## src/rtl/song_pkg.sv

```systemverilog
// Shared widths, field positions and state encoding for the song sequencer.
package song_pkg;

    localparam int SONG_BITS = 2;
    localparam int IDX_BITS  = 5;
    localparam int NOTE_BITS = 6;
    localparam int DUR_BITS  = 6;

    localparam int ADDR_BITS = SONG_BITS + IDX_BITS;
    localparam int DATA_BITS = NOTE_BITS + DUR_BITS;

    // rom_data layout: {note, duration}
    localparam int NOTE_MSB = DATA_BITS - 1;
    localparam int NOTE_LSB = DUR_BITS;
    localparam int DUR_MSB  = DUR_BITS - 1;
    localparam int DUR_LSB  = 0;

    // A zero duration marks the end of a song.
    localparam logic [DUR_BITS-1:0] END_DURATION = '0;
    localparam logic [IDX_BITS-1:0] LAST_IDX     = '1;

    localparam int STATE_BITS = 3;
    localparam logic [2:0] ST_RESET   = 3'd0;
    localparam logic [2:0] ST_FETCH   = 3'd1;
    localparam logic [2:0] ST_CAPTURE = 3'd2;
    localparam logic [2:0] ST_ISSUE   = 3'd3;
    localparam logic [2:0] ST_WAIT    = 3'd4;
    localparam logic [2:0] ST_ADVANCE = 3'd5;
    localparam logic [2:0] ST_END     = 3'd6;
    localparam logic [2:0] ST_HOLD    = 3'd7;

    function automatic logic [NOTE_BITS-1:0] note_field(input logic [DATA_BITS-1:0] word);
        return word[NOTE_MSB:NOTE_LSB];
    endfunction

    function automatic logic [DUR_BITS-1:0] dur_field(input logic [DATA_BITS-1:0] word);
        return word[DUR_MSB:DUR_LSB];
    endfunction

endpackage

```

## src/rtl/song_reader_if.sv

```systemverilog
// Bus between the song sequencer and its neighbours (MCU controls, song ROM,
// note player), plus a debug view of the sequencer state.
//
// Handshake: there is no valid/ready back-pressure on this bus. new_note is a
// one-cycle pulse that qualifies note/duration (which then stay stable until
// the next capture); note_done is a one-cycle pulse from the note player and
// is only observed while the sequencer is waiting on a note. rom_data answers
// rom_addr exactly one cycle later.
interface song_reader_if;
    import song_pkg::*;

    logic                   play;
    logic [SONG_BITS-1:0]   song;
    logic                   note_done;
    logic [ADDR_BITS-1:0]   rom_addr;
    logic [DATA_BITS-1:0]   rom_data;
    logic                   new_note;
    logic [NOTE_BITS-1:0]   note;
    logic [DUR_BITS-1:0]    duration;
    logic                   song_done;
    logic [STATE_BITS-1:0]  state_dbg;

    // Environment side: MCU controls, ROM data and note_player feedback.
    modport master (
        output play, song, note_done, rom_data,
        input  rom_addr, new_note, note, duration, song_done, state_dbg
    );

    // Sequencer side.
    modport slave (
        input  play, song, note_done, rom_data,
        output rom_addr, new_note, note, duration, song_done, state_dbg
    );

endinterface

```

## src/rtl/song_reader.sv

```systemverilog
// Walks the selected song in ROM and hands notes one at a time to the note
// player, waiting for each to finish before fetching the next.
module song_reader
    import song_pkg::*;
(
    input  logic         clk,
    input  logic         reset,
    song_reader_if.slave bus
);

    logic [STATE_BITS-1:0] state_q, state_d;
    logic [IDX_BITS-1:0]   note_idx_q, note_idx_d;
    logic [SONG_BITS-1:0]  song_reg_q, song_reg_d;
    logic [NOTE_BITS-1:0]  note_q, note_d;
    logic [DUR_BITS-1:0]   duration_q, duration_d;

    // Next-state and datapath update; a song change overrides every transition.
    always_comb begin
        state_d    = state_q;
        note_idx_d = note_idx_q;
        song_reg_d = song_reg_q;
        note_d     = note_q;
        duration_d = duration_q;

        case (state_q)
            ST_RESET: begin
                note_idx_d = '0;
                song_reg_d = bus.song;
                state_d    = ST_FETCH;
            end
            ST_FETCH: begin
                // Stall here while paused so the ROM read is not consumed.
                if (bus.play) state_d = ST_CAPTURE;
            end
            ST_CAPTURE: begin
                note_d     = note_field(bus.rom_data);
                duration_d = dur_field(bus.rom_data);
                if (dur_field(bus.rom_data) == END_DURATION) state_d = ST_END;
                else                                         state_d = ST_ISSUE;
            end
            ST_ISSUE: begin
                state_d = ST_WAIT;
            end
            ST_WAIT: begin
                // Pausing mid-note is the note player's job, not ours.
                if (bus.note_done) state_d = ST_ADVANCE;
            end
            ST_ADVANCE: begin
                if (note_idx_q == LAST_IDX) begin
                    state_d = ST_END;
                end else begin
                    note_idx_d = note_idx_q + 1'b1;
                    state_d    = ST_FETCH;
                end
            end
            ST_END: begin
                note_idx_d = '0;
                state_d    = ST_HOLD;
            end
            ST_HOLD: begin
                state_d = ST_HOLD;
            end
            default: begin
                state_d = ST_RESET;
            end
        endcase

        if (state_q != ST_RESET && bus.song != song_reg_q) begin
            state_d = ST_RESET;
        end
    end

    // State and datapath registers with synchronous active-high reset.
    always_ff @(posedge clk) begin
        if (reset) begin
            state_q    <= ST_RESET;
            note_idx_q <= '0;
            song_reg_q <= '0;
            note_q     <= '0;
            duration_q <= '0;
        end else begin
            state_q    <= state_d;
            note_idx_q <= note_idx_d;
            song_reg_q <= song_reg_d;
            note_q     <= note_d;
            duration_q <= duration_d;
        end
    end

    assign bus.rom_addr  = {song_reg_q, note_idx_q};
    assign bus.new_note  = (state_q == ST_ISSUE);
    assign bus.song_done = (state_q == ST_END);
    assign bus.note      = note_q;
    assign bus.duration  = duration_q;
    assign bus.state_dbg = state_q;

endmodule

```

## src/flat_wrapper.sv

```systemverilog
// flat-port wrapper written by rule: the top's interface ports become plain ports
module song_reader_flat import song_pkg::*;
  (clk, reset, bus_play, bus_song, bus_note_done, bus_rom_data, bus_rom_addr, bus_new_note, bus_note, bus_duration, bus_song_done, bus_state_dbg);
  song_reader_if bus_i ();
  input  logic clk;
  input  logic reset;
  input wire logic [$bits(bus_i.play)-1:0] bus_play;
  input wire logic [$bits(bus_i.song)-1:0] bus_song;
  input wire logic [$bits(bus_i.note_done)-1:0] bus_note_done;
  input wire logic [$bits(bus_i.rom_data)-1:0] bus_rom_data;
  output wire logic [$bits(bus_i.rom_addr)-1:0] bus_rom_addr;
  output wire logic [$bits(bus_i.new_note)-1:0] bus_new_note;
  output wire logic [$bits(bus_i.note)-1:0] bus_note;
  output wire logic [$bits(bus_i.duration)-1:0] bus_duration;
  output wire logic [$bits(bus_i.song_done)-1:0] bus_song_done;
  output wire logic [$bits(bus_i.state_dbg)-1:0] bus_state_dbg;
  assign bus_i.play = bus_play;
  assign bus_i.song = bus_song;
  assign bus_i.note_done = bus_note_done;
  assign bus_i.rom_data = bus_rom_data;
  assign bus_rom_addr = bus_i.rom_addr;
  assign bus_new_note = bus_i.new_note;
  assign bus_note = bus_i.note;
  assign bus_duration = bus_i.duration;
  assign bus_song_done = bus_i.song_done;
  assign bus_state_dbg = bus_i.state_dbg;
  song_reader u_core (.clk(clk), .reset(reset), .bus(bus_i));
endmodule
```

## config.mk

```make
export PLATFORM = sky130hd
export DESIGN_NAME = song_reader_flat
export DESIGN_NICKNAME = d
export VERILOG_FILES = /design/src/rtl/song_pkg.sv /design/src/rtl/song_reader_if.sv /design/src/rtl/song_reader.sv /design/src/flat_wrapper.sv
export SDC_FILE = /design/constraint.sdc
export NUM_CORES = 1
export LEC_CHECK = 0
export ABC_AREA = 1
export BUFFER_PORTS_ARGS = -buffer_cell sky130_fd_sc_hd__buf_2
export CAP_MARGIN = 20
export CORE_MARGIN = 8
export CORE_UTILIZATION = 30
export CTS_CLUSTER_SIZE = 12
export DETAILED_ROUTE_END_ITERATION = 12
export MAX_ROUTING_LAYER = met4
export SYNTH_ARGS = -nofsm -noshare
export SYNTH_HDL_FRONTEND = slang
export SYNTH_SLANG_ARGS = --single-unit
export TNS_END_PERCENT = 1
```

## constraint.sdc

```tcl
create_clock -name clk -period 1.62 [get_ports clk]
set_clock_uncertainty 0.2 [all_clocks]
set_input_delay 0.324 -clock clk [delete_from_list [all_inputs] [get_ports clk]]
set_output_delay 0.324 -clock clk [all_outputs]
set_load 0.03 [all_outputs]
```

[After elaboration in Yosys (flattened, before gate mapping)]
Cells that the tools add are included.
Operators by class
  $add $sub $neg: 1
  reduce and logical (&&, ||, !) cells: 10
  multiplexer cells: 7
  equal/unequal tests: 12
Operators by type and width (count)
  $pmux W3 S7: 1
  $eq A3 B3 Y1 const B: 4
  $mux W3: 4
  $pmux W5 S2: 1
  $eq A3 B2 Y1 const B: 2
  $logic_not A6 Y1: 1
  $ne A2 B2 Y1 const B: 3
  $reduce_or A2 Y1: 3
  $add A5 B1 Y5 const B: 1
  $eq A5 B5 Y1 const B: 1
  $mux W5: 1
  $reduce_and A2 Y1: 2
  $eq A3 B1 Y1 const B: 1
  $logic_not A3 Y1: 1
  $reduce_bool A3 Y1: 1
  $ne A2 B2 Y1: 1
  $reduce_bool A2 Y1: 1
  $logic_and A1 B1 Y1: 1
Word-level totals
  word-level logic and storage cells: 35
  bits in registers: 22
  output and inout bits: 24

[Logic depth before layout (Yosys ltp)]
  depth in word-level cells: 4
  mapped depth: 8

[Least setup slack after synthesis]
Ideal clock, no wire load.
  kind: register to register
  start: register u_core.note_idx_q[0]
  end: register u_core.note_idx_q[3]
  data arrival time: 1.469 ns
  slack: -0.180 ns
  buffers on the path: 0
  setup time: 0.131 ns
  cell stages (with the launch flop): 9
  required time: 1.289 ns
  path through: dfxtp_1 -> ha_1 -> nand2_1 -> nor2_1 -> ha_1 -> nand3b_1 -> nand2_1 -> nand2_1 -> a21oi_2
On the way
  word-level cells in the longest chain between the ends: 3
  elaborated cells between the ends (all ways): 6
Ends and longest elaborated chain
  start, declared: line song_reader.sv:12  | logic [IDX_BITS-1:0] note_idx_q, note_idx_d;
  start signal, assigned: line song_reader.sv:83  | note_idx_q <= note_idx_d;
  $add A5 B1 Y5 or $eq A5 B5 Y1 (tied branches): line song_reader.sv:52, song_reader.sv:49
  $mux W5 or $ne A2 B2 Y1 (tied branches)
  $pmux W5 S2 or $reduce_and A2 Y1 (tied branches)
Parallel ways exist; a longest one is shown, timed or not. The select of a mux whose other input is x is not followed.
A chain may end at the register's enable or synchronous reset.

[Final worst setup path]
  start: register u_core.state_q[0], in the netlist u_core.bus.state_dbg[0]
  end: output port bus_song_done
On the way
  word-level cells in the longest chain between the ends: 1
Ends and longest elaborated chain
  start, declared: line song_reader.sv:11  | logic [STATE_BITS-1:0] state_q, state_d;
  start signal, assigned: line song_reader.sv:82  | state_q <= state_d;
  $eq A3 B3 Y1: line song_reader.sv:92  | assign bus.song_done = (state_q == ST_END);
  end, declared: line flat_wrapper.sv:15  | output wire logic [$bits(bus_i.song_done)-1:0] bus_song_done;
Every way passes these cells.

==> implementation parameters <==
Parameter                              Value

Yosys
  Number of distinct standard cells referenced by the synthesized netlist    23
  Mean instance size in the synthesized netlist    between 7 and 8 sq um
  Number of instances in the synthesized netlist    147
  Synthesized Nets    167
  Post-synthesis sequential area ratio    between 30% and 40%
  Netlist Area Pre-Place    1110 sq um
  Synthesis Warnings    0
  #FFs+latches synth    22

Power
  Leakage    just over 0.7 nW
  P per Cell Area    1400 nW/um^2
  Worst VDD drop    0.427 mV

Global route
  Maximum number of pins on one net before global-route repair    14
  Total global routing overflow    0
  Initial antenna violation count    0
  Met3 track demand over resource in global routing    2.10%
  Via count of the first global-routing pass    about 1.1k
  Global-route usage over all layers    9.83%
  Wire length of the first global-routing pass    between 4000 and 5000 um
  Global routing's busiest layer    met2
  GR Util met1    between 10% and 20%
  M2 GR Usage    between 10% and 20%

Timing
  Measured slew at the worst slew-check pin    between 200 and 250 ps
  Final Setup Violations    0
  Hold Vio Cnt, Final    0
  Setup TNS after final layout    0 ps
  Clock period minus worst slack    1580 ps
  Period Utilization, post-route    97.3%
  Final count of pins violating max slew    0
  Worst slew margin relative to its limit    85.4%
  Setup repair after global routing missed its margin    true
  Peak clock frequency supported by timing    635 MHz

Cells and area
  Area taken by flip-flops and latches    455 sq um
  Area occupied by multi-input gates    579 sq um
  Count of inserted antenna diode cells    0
  Area added between synthesis and finish    35.3%
  Layout Nets    218
  Fraction of layout cells with a size suffix above 1    38.1%
  Filler cells    approximately 400
  Most frequent cells in the layout    sky130_fd_sc_hd__nand2_1 (45), sky130_fd_sc_hd__buf_2 (40), sky130_fd_sc_hd__dfxtp_1 (18)
  Commonest non-fill, non-tap cell in the layout    sky130_fd_sc_hd__nand2_1
  Final non-filler cell total    245

Placement
  Buffers added on ports    41
  Final HPWL DP    2210 um
  Number of cells in the design after placement    239
  Last weighted congestion value of the routability-driven placer    0.860

Floorplanning
  Die boundary height    76.8 um
  Core Footprint    approximately 3600 sq um
  Die Wd    between 70 and 80 um
  Standard-cell rows    22
  Top-level port count    42
  Starting density of the core    30.7%
  Area enclosed by the die boundary    5890 sq um

Worst setup path
  Critical path capture point type    primary output
  Worst EP arrival    between 1000 and 1500 ps
  Data required time at the worst endpoint    1100 ps
  Critical path startpoint category    flip-flop
  Setup CP Type    flip-flop to primary output
  Top fanout value on the critical path    4

Routing
  DRC viols    0
  Post-Route WL    2810 um
  Avg WL per Cell    around 11 um
  Detailed router's first-iteration violation count    between 80 and 90
  Count of vias placed by the detailed router    around 1.1k
  Detailed Routing Iterations Pass 1    4
  Antenna-violating nets left    0
  Via density    4.44

Clock network
  Buffer depth of the longest clock path    2
  Root Buffer    sky130_fd_sc_hd__clkbuf_8
  CTS clock-pin slew for the worst setup and hold paths    approximately 90 ps
  Num CTS Buffers    3
  Number of clock sinks    22
  Level count of the clock H-tree    1
  Hold-fix buffers at CTS    0
  Latest clock arrival within the worst-skew pair    260 ps
  Clock tree from TritonCTS    built

Status
  Outcome    finished, final reports clean

Hold path
  Type of the worst min-delay path    input port to flip-flop

Run
  Max Cap Violations    0
-- worst max-delay path, cell delays in order, from the launching register on --
cell and delay (ps):
sky130_fd_sc_hd__dfxtp_1 430, sky130_fd_sc_hd__inv_2 80, sky130_fd_sc_hd__nand3_4 80, sky130_fd_sc_hd__inv_1 40, sky130_fd_sc_hd__buf_2 170
-- per-stage QoR --
| stage | utilization [%] | worst slack (ps) | area, sq um | hold WS [ps] | total power [mW] |
|---|---|---|---|---|---|
| final | 41.5 | 44.3 | 1500 | 92.5 | 2.10 |
| after global routing | 41.5 | -10.7 | 1500 | 94.8 | 2.26 |
| after CTS | 41.0 | 9.77 | 1480 | 88.5 | 2.13 |
| after detailed placement | 38.7 | 31.8 | 1400 | 252 | 1.64 |
| after global placement | 38.7 | 47.2 | 1400 | 250 | 1.64 |
| after floorplan | - | 21.0 | 1110 | 267 | 1.43 |
-- registers in the layout, summed over array words and instances (netlist names) --
register / count
u_core.song_reg_q: 2
u_core.note_idx_q: 5
u_core.bus.duration: 6
u_core.bus.note: 6
u_core.bus.state_dbg: 3
-- layout make-up --
cell class	count	share of cell area [%]
repair buffers	52	19.4
well taps	48	4.01
multi-input cells	108	38.7
flip-flops and latches	22	30.4
inverters	11	3.09
clock buffers	4	4.43
-- metal layers --
layer / up-vias / wire length [um]
li1: 574 / -
met1: 494 / 1260
met2: 17 / 1430
met3: 2 / 83
met4: 0 / 31
met5: - / 0
-- synth_stat cells --
master / instances / area (sq um)
sky130_fd_sc_hd__nand3b_1: 3 / 22.5
sky130_fd_sc_hd__nand2_4: 2 / 22.5
sky130_fd_sc_hd__xnor2_1: 2 / 17.5
sky130_fd_sc_hd__a21oi_1: 17 / 85.1
sky130_fd_sc_hd__nor2_4: 4 / 45.0
sky130_fd_sc_hd__buf_1: 1 / 3.75
sky130_fd_sc_hd__a21oi_2: 1 / 8.76
sky130_fd_sc_hd__nand3_1: 8 / 40.0
sky130_fd_sc_hd__inv_1: 8 / 30.0
sky130_fd_sc_hd__buf_4: 1 / 7.51
sky130_fd_sc_hd__inv_2: 2 / 7.51
sky130_fd_sc_hd__buf_6: 2 / 22.5
sky130_fd_sc_hd__nand4_1: 3 / 18.8
sky130_fd_sc_hd__clkinv_4: 1 / 8.76
sky130_fd_sc_hd__nand3_4: 2 / 35.0
sky130_fd_sc_hd__clkbuf_1: 1 / 3.75
sky130_fd_sc_hd__nor2_1: 15 / 56.3
sky130_fd_sc_hd__xor2_1: 1 / 8.76
sky130_fd_sc_hd__nand2_1: 45 / 169
sky130_fd_sc_hd__clkbuf_8: 1 / 13.8
sky130_fd_sc_hd__ha_1: 2 / 25.0
sky130_fd_sc_hd__o21ai_0: 3 / 15.0
sky130_fd_sc_hd__dfxtp_1: 22 / 440
-- power by group --
part           switching (mW)  internal, mW
registers              0.0852         0.633
logic                   0.604         0.326
clock network           0.188         0.268
-- cells by family (layout without fill, tap and decap cells) --
kind of cell | after synthesis | count (layout) | share of synthesized area (%)
flops | 22 | 22 | 39.8
compound gates | 21 | 21 | 9.83
simple gates | 82 | 82 | 36.9
buf+inv | 17 | 67 | 8.81
fa+ha+maj | 2 | 2 | 2.26
xor+xnor | 3 | 3 | 2.37
-- path summary, 6_finish.rpt --
path                                         from                           endpoint  slack [ps]  cells past startpoint
max          u_core.bus.state_dbg[0]$_SDFFE_PP0P_                      bus_song_done          40                      4
min                                         reset  u_core.note_idx_q[3]$_SDFFE_PP0P_          90                      2
max reg2reg     u_core.note_idx_q[0]$_SDFFE_PP0P_  u_core.note_idx_q[0]$_SDFFE_PP0P_          90                      7
min reg2reg       u_core.bus.note[3]$_SDFFE_PP0P_    u_core.bus.note[3]$_SDFFE_PP0P_         260                      2
-- what timing repair did --
action	CTS	global route
cloned	0	0
gates resized for setup	4	5
setup endpoints to repair	3	8
pin swaps	0	1
setup buffers	1	1
Power figures use the tool's default switching activity.
